### src/rtl/ctrl_pkg.sv
// Shared types for the multi-channel upsampling controller: state encoding
// and the Moore output bundle decoded from each state.
package ctrl_pkg;

    localparam int STATE_W = 3;

    typedef enum logic [STATE_W-1:0] {
        PTR_REQ   = 3'b000,
        CALC_INIT = 3'b001,
        CALC      = 3'b011,
        DRAIN     = 3'b010,
        LOAD      = 3'b110,
        PROG      = 3'b100
    } ctrl_state_t;

    typedef struct packed {
        logic en_fetch;
        logic ptrs_req;
        logic ringbuf_addr_clr;
        logic en_init;
        logic mac_init;
        logic ringbuf_init;
        logic regf_rd;
        logic wea;
        logic ena;
        logic enb;
        logic en_calc;
        logic count;
        logic regf_en;
        logic en_load;
        logic res_valid;
        logic web;
        logic prog_ack;
        logic busy;
    } ctrl_out_t;

    // Moore output decode; unknown encodings drive everything low.
    function automatic ctrl_out_t ctrl_decode(input ctrl_state_t s);
        ctrl_out_t o;
        o = '0;
        case (s)
            PTR_REQ: begin
                o.en_fetch         = 1'b1;
                o.ptrs_req         = 1'b1;
                o.ringbuf_addr_clr = 1'b1;
            end
            CALC_INIT: begin
                o.en_init      = 1'b1;
                o.mac_init     = 1'b1;
                o.ringbuf_init = 1'b1;
                o.regf_rd      = 1'b1;
                o.wea          = 1'b1;
                o.ena          = 1'b1;
                o.enb          = 1'b1;
                o.regf_en      = 1'b1;
                o.busy         = 1'b1;
            end
            CALC: begin
                o.ena     = 1'b1;
                o.enb     = 1'b1;
                o.en_calc = 1'b1;
                o.count   = 1'b1;
                o.busy    = 1'b1;
            end
            DRAIN: begin
                o.busy = 1'b1;
            end
            LOAD: begin
                o.regf_en   = 1'b1;
                o.en_load   = 1'b1;
                o.res_valid = 1'b1;
                o.busy      = 1'b1;
            end
            PROG: begin
                o.enb      = 1'b1;
                o.web      = 1'b1;
                o.prog_ack = 1'b1;
                o.busy     = 1'b1;
            end
            default: begin
                o = '0;
            end
        endcase
        return o;
    endfunction

endpackage

### src/rtl/ctrl_step_cnt.sv
// Up-counter with synchronous clear, increment and an equality hit flag
// against a run-time limit; freezes when en is low.
module ctrl_step_cnt #(
    parameter int W = 4
) (
    input  logic         clk,
    input  logic         rst,
    input  logic         en,
    input  logic         clr,
    input  logic         inc,
    input  logic [W-1:0] limit,
    output logic [W-1:0] cnt,
    output logic         hit
);

    // Count register; clear wins over increment.
    always_ff @(posedge clk) begin
        if (rst) begin
            cnt <= '0;
        end else if (en && clr) begin
            cnt <= '0;
        end else if (en && inc) begin
            cnt <= cnt + W'(1);
        end else begin
            cnt <= cnt;
        end
    end

    assign hit = (cnt == limit);

endmodule

### src/rtl/ctrl_fsm_mch.sv
// Multi-channel controller: pointer fetch, init, tap-counted convolution,
// MAC drain and handshaked result load per channel, plus coefficient load.
module ctrl_fsm_mch
    import ctrl_pkg::*;
#(
    parameter  int NCH     = 2,
    parameter  int TAPS_W  = 8,
    parameter  int MAC_LAT = 2,
    localparam int CH_W    = (NCH > 1) ? $clog2(NCH) : 1
) (
    input  logic              clk,
    input  logic              rst,
    input  logic              en,
    input  logic              req_complete,
    input  logic              iw_valid,
    input  logic [TAPS_W-1:0] taps,
    input  logic              prog_req,
    input  logic              prog_done,
    input  logic              res_ready,
    output logic              en_fetch,
    output logic              ptrs_req,
    output logic              ringbuf_addr_clr,
    output logic              en_init,
    output logic              mac_init,
    output logic              ringbuf_init,
    output logic              regf_rd,
    output logic              wea,
    output logic              ena,
    output logic              enb,
    output logic              en_calc,
    output logic              count,
    output logic              regf_en,
    output logic              en_load,
    output logic              res_valid,
    output logic              regf_wr,
    output logic              web,
    output logic              prog_ack,
    output logic [CH_W-1:0]   ch_idx,
    output logic [TAPS_W-1:0] tap_idx,
    output logic              busy
);

    ctrl_state_t       state_r;
    ctrl_state_t       state_s;
    ctrl_out_t         out_r;
    logic [TAPS_W-1:0] taps_q_r;
    logic [CH_W-1:0]   ch_r;
    logic [TAPS_W-1:0] tap_cnt_s;
    logic [3:0]        lat_cnt_s;
    logic              tap_hit_s;
    logic              lat_hit_s;
    logic              ptr_hs_s;
    logic              last_ch_s;

    assign ptr_hs_s  = req_complete & iw_valid;
    assign last_ch_s = (ch_r == CH_W'(NCH - 1));

    ctrl_step_cnt #(.W(TAPS_W)) u_tap_cnt (
        .clk   (clk),
        .rst   (rst),
        .en    (en),
        .clr   (state_r == CALC_INIT),
        .inc   ((state_r == CALC) && !tap_hit_s),
        .limit (taps_q_r),
        .cnt   (tap_cnt_s),
        .hit   (tap_hit_s)
    );

    // Drain counter is re-armed on every CALC cycle so DRAIN always starts at 0.
    ctrl_step_cnt #(.W(4)) u_lat_cnt (
        .clk   (clk),
        .rst   (rst),
        .en    (en),
        .clr   (state_r == CALC),
        .inc   ((state_r == DRAIN) && !lat_hit_s),
        .limit (4'(MAC_LAT - 1)),
        .cnt   (lat_cnt_s),
        .hit   (lat_hit_s)
    );

    // Next-state logic; a pending coefficient load beats the pointer handshake.
    always_comb begin
        state_s = state_r;
        if (en) begin
            case (state_r)
                PTR_REQ: begin
                    if (prog_req) begin
                        state_s = PROG;
                    end else if (ptr_hs_s) begin
                        state_s = CALC_INIT;
                    end else begin
                        state_s = PTR_REQ;
                    end
                end
                CALC_INIT: begin
                    state_s = CALC;
                end
                CALC: begin
                    state_s = tap_hit_s ? DRAIN : CALC;
                end
                DRAIN: begin
                    state_s = lat_hit_s ? LOAD : DRAIN;
                end
                LOAD: begin
                    if (res_ready) begin
                        state_s = last_ch_s ? PTR_REQ : CALC_INIT;
                    end else begin
                        state_s = LOAD;
                    end
                end
                PROG: begin
                    state_s = prog_done ? PTR_REQ : PROG;
                end
                default: begin
                    state_s = PTR_REQ;
                end
            endcase
        end else begin
            state_s = state_r;
        end
    end

    // State and output registers; outputs are decoded from the next state so
    // they line up with the state register.
    always_ff @(posedge clk) begin
        if (rst) begin
            state_r <= PTR_REQ;
            out_r   <= ctrl_decode(PTR_REQ);
        end else begin
            state_r <= state_s;
            out_r   <= ctrl_decode(state_s);
        end
    end

    // Tap limit capture and channel sequencing.
    always_ff @(posedge clk) begin
        if (rst) begin
            taps_q_r <= '0;
            ch_r     <= '0;
        end else if (en && (state_r == PTR_REQ) && !prog_req && ptr_hs_s) begin
            taps_q_r <= taps;
            ch_r     <= '0;
        end else if (en && (state_r == LOAD) && res_ready && !last_ch_s) begin
            taps_q_r <= taps_q_r;
            ch_r     <= ch_r + CH_W'(1);
        end else begin
            taps_q_r <= taps_q_r;
            ch_r     <= ch_r;
        end
    end

    assign en_fetch         = out_r.en_fetch;
    assign ptrs_req         = out_r.ptrs_req;
    assign ringbuf_addr_clr = out_r.ringbuf_addr_clr;
    assign en_init          = out_r.en_init;
    assign mac_init         = out_r.mac_init;
    assign ringbuf_init     = out_r.ringbuf_init;
    assign regf_rd          = out_r.regf_rd;
    assign wea              = out_r.wea;
    assign ena              = out_r.ena;
    assign enb              = out_r.enb;
    assign en_calc          = out_r.en_calc;
    assign count            = out_r.count;
    assign regf_en          = out_r.regf_en;
    assign en_load          = out_r.en_load;
    assign res_valid        = out_r.res_valid;
    assign web              = out_r.web;
    assign prog_ack         = out_r.prog_ack;
    assign busy             = out_r.busy;
    // Single write strobe: only on the enabled handshake cycle, never under reset.
    assign regf_wr          = (state_r == LOAD) & res_ready & en & ~rst;
    assign ch_idx           = ch_r;
    assign tap_idx          = tap_cnt_s;

endmodule
### config.mk
export PLATFORM = sky130hd
export DESIGN_NAME = ctrl_fsm_mch
export DESIGN_NICKNAME = d
export VERILOG_FILES = /design/src/rtl/ctrl_pkg.sv /design/src/rtl/ctrl_step_cnt.sv /design/src/rtl/ctrl_fsm_mch.sv
export SDC_FILE = /design/constraint.sdc
export NUM_CORES = 1
export LEC_CHECK = 0
export CAP_MARGIN = 20
export CELL_PAD_IN_SITES_DETAIL_PLACEMENT = 2
export CELL_PAD_IN_SITES_GLOBAL_PLACEMENT = 2
export CORE_MARGIN = 4
export CORE_UTILIZATION = 26
export DETAILED_ROUTE_END_ITERATION = 8
export PLACE_DENSITY = 0.84
export SLEW_MARGIN = 20
export SYNTH_ARGS = -nofsm -noshare
export SYNTH_HDL_FRONTEND = slang
export SYNTH_SLANG_ARGS = --single-unit
### constraint.sdc
create_clock -name clk -period 1.5 [get_ports clk]
set_input_delay 0.3 -clock clk [delete_from_list [all_inputs] [get_ports clk]]
set_output_delay 0.3 -clock clk [all_outputs]
set_load 0.05 [all_outputs]
==> results.cfg <==
[outcome]
status = complete, but fails checks
failed_checks = setup timing

[logic_synthesis]
synth.area.top_cells = dfxtp_1, nor2_1, xor2_1, buf_4, a21oi_1
syn_area_per_cell_um2 = 9.04
synthCells = 188
yosys_warnings = 0
yosys-mux-area-fraction_pct = 1.84
synth_cell_type_count = 45
synth_top_flop_cell = dfxtp_1
ys_ff_latch = 33
synth_compound_area_share_pct = 16.0
netlist_area_um2 = 1700
seq_area_frac_synth_pct = 38.9
synth_edf_count = 0
synth-simple-area-share_pct = 23.8
synth_xor_area_share_pct = 8.69
synth_fa_ha_area_share_pct = 2.21
synth_top_area_cell = dfxtp_1
synth_top_family_by_area = simple AND/OR/NAND/NOR gates
yosys.area.top_type_share_pct = 38.9
async_flop_share_pct = 0
syn-num-nets = 207

[cells_and_area]
drive_gt1_share_pct = 64.5
fin_area_um2 = 3510
antenna_cells = 0
stdcell_count = 367
nets = 308
area_growth_pct = 107

[power]
power.total_mw = 2.12
switching_share_pct = 31.7
switching_power_uw = 674
pwr-share-clk_pct = 33.4
p_comb_share_pct = 24.2
p_int_mw = 1.45
ir_drop_uv = 575
seqPwrFrac_pct = 42.4
power.density_nw_per_um2 = 604
leakage_nw = 1.35

[placed_design]
place_area_um2 = 2790
dp.cells = 331
place.gp.congestion = 0.774
io_buffer_count = 43
dp_hpwl_um = 5150

[floorplan]
dieArea_um2 = 7890
fp.coreArea_um2 = 6350
ios = 44
die_width_um = 88.8
fp-row-count = 29
fp.dieH_um = 88.8
initial_core_util_pct = 26.8

[cts]
path_clk_slew_ns = 0.08
cts_inserted_buffers = 5
htree_levels = 2
cts_buffer_depth = 2
cts_tree = done
ctsHoldBuffers = 0
clockRootBuffer = clkbuf_8
clock_sinks = 33
clk_latency_ns = 0.31

[routing]
post_drt_wl_per_cell_um = 26.4
vias_per_cell = 5.08
wl_um = 9700
drc = 0
vias = 1866
ant_nets = 0
dr.pass1.iters = 4
drtIter0Drc = 77

[timing]
max_slew_margin_pct = 67.0
fin_skew_ns = 0.0178
max_clock_freq_ghz = 0.557
slew_violations = 0
min_period_over_period_pct = 120
setup_viol = 25
hold_viol = 0
setup_slack_ns = -0.296
post-route-min-period_ns = 1.80
rsz0062_at_grt = yes
tightest_slew_ns = 0.495

[worst_setup_path]
critPathBufInv = 3
path_cells = inv_2 -> ha_4 -> nor3b_4 -> mux2_4 -> a22oi_2 -> buf_4 -> buf_6 -> nor2_2 -> a211oi_2
critical_path_class = reg -> reg
crit_path_max_incr_delay_ns = 0.34
endpoint_kind = register
crit_family = compound AO/OA/AOI/OAI gates
path_max_fanout = 4
slowest_stage = dfxtp_2
arrival_ns = 2.00
required_ns = 1.71
startpoint_type = register

[global_routing]
grt_pass1_wl_um = 12700
grt_usage_pct = 22.4
grt_max_degree = 11
grt-ovfl-total = 0
antenna_found_initial = 0
grt_pass1_vias = 2038

[job]
maxCapViolCount = 0

[min_path]
worstHoldPathType = reg -> reg
## worst paths after layout
path | from | to | slack [ns] | cells past startpoint
worst max register to register | u_lat_cnt.cnt[1] | enb | -0.30 | 9
worst min register to register | taps_q_r[1] | taps_q_r[1] | 0.53 | 2
worst min-delay path | taps_q_r[1] | taps_q_r[1] | 0.53 | 2
worst max-delay path | u_lat_cnt.cnt[1] | enb | -0.30 | 9
## layout make-up
| cell class | count | area (um^2) |
|---|---|---|
| Multi-Input combinational cell | 131 | 1290 |
| Sequential cell | 33 | 718 |
| Timing Repair Buffer | 112 | 1300 |
| Tap cell | 77 | 96.3 |
| Clock buffer | 6 | 72.6 |
| Fill cell | 592 | 2840 |
| Inverter | 6 | 26.3 |
| Clock inverter | 2 | 10.0 |
## through the flow
step           worst slack [ns]  util, %  setup TNS (ns)  hold slack [ns]
5_1_grt                  -0.395     55.3           -6.59            0.531
3_3_place_gp             -0.502     44.0           -9.34            0.458
6_report                 -0.296     55.3           -5.11            0.529
4_1_cts                  -0.233     50.0           -2.92            0.482
3_5_place_dp             -0.617     44.0          -13.49            0.482
2_1_floorplan            -0.134        -          -0.947            0.396
## cells in the mapped netlist, drive strengths merged (2+ instances only)
cell / count
mux2i: 2
a21o: 2
nand3b: 2
a211oi: 4
a21oi: 14
and2: 2
nand4: 2
a2111oi: 3
xor2: 10
nand2: 16
xnor2: 6
a31o: 3
ha: 3
dfxtp: 33
inv: 6
nor2b: 3
buf: 15
clkbuf: 3
nand3: 12
nor4: 2
nor2: 24
nor3b: 4
## cells by family (layout without fill, tap and decap cells)
kind of cell    after synthesis  count (layout)
buf+inv                      24             126
mux                           3               3
xor+xnor                     16              16
flops                        33              33
fa+ha+maj                     3               3
compound gates               35              35
simple gates                 74              74
## routing by layer
metal  routed length, um  track usage [%]  part of all wire [%]
met2                5180             40.0                    53
met5                   0                0                     0
met4                 267             6.87                   2.8
met3                 274             2.98                   2.8
met1                3980             27.6                    41
## flip-flops by register name, indices dropped and copies added, names as in the netlist, 3 cells and up
| signal | flops |
|---|---|
| state_r | 3 |
| u_lat_cnt.cnt | 4 |
| taps_q_r | 8 |
| u_tap_cnt.cnt | 8 |
## power by group through the flow
stage	Combinational [mW]	Clock, mW	Sequential (mW)
6_report	0.513	0.710	0.901
5_1_grt	0.531	0.756	0.903
4_1_cts	0.432	0.682	0.904
3_5_place_dp	0.382	0	0.924
3_3_place_gp	0.365	0	0.922
2_1_floorplan	0.154	0	0.945
## cells in the final DEF, fill, tap and decap left out, drive strengths merged, types with 2 or more instances in the layout
cell	synthesis	layout
buf	15	97
a21oi	14	14
nor4	2	2
a31o	3	3
nor3b	4	4
nor2b	3	3
nor2	24	24
nand3	12	12
xnor2	6	6
inv	6	5
clkdlybuf4s50	0	12
clkbuf	3	6
and2	2	2
nand2	16	16
nand4	2	2
a211oi	4	4
dfxtp	33	33
xor2	10	10
a21o	2	2
nand3b	2	2
a2111oi	3	3
mux2i	2	2
clkinv	0	2
dlygate4sd2	0	3
ha	3	3
## repair_timing
item	4_1_cts	5_1_grt
pin swaps	14	23
endpoints found under the setup margin	25	25
buffers inserted	13	16
resized for setup	49	44
## tightest hold or removal path, delay by kind of cell, from the launching register on
kind               cells  cell delay (ns)
AOI/OAI and AO/OA      1             0.07
and+or+nand+nor        1             0.08
DFF                    1             0.35
Power figures use the tool's default switching activity.
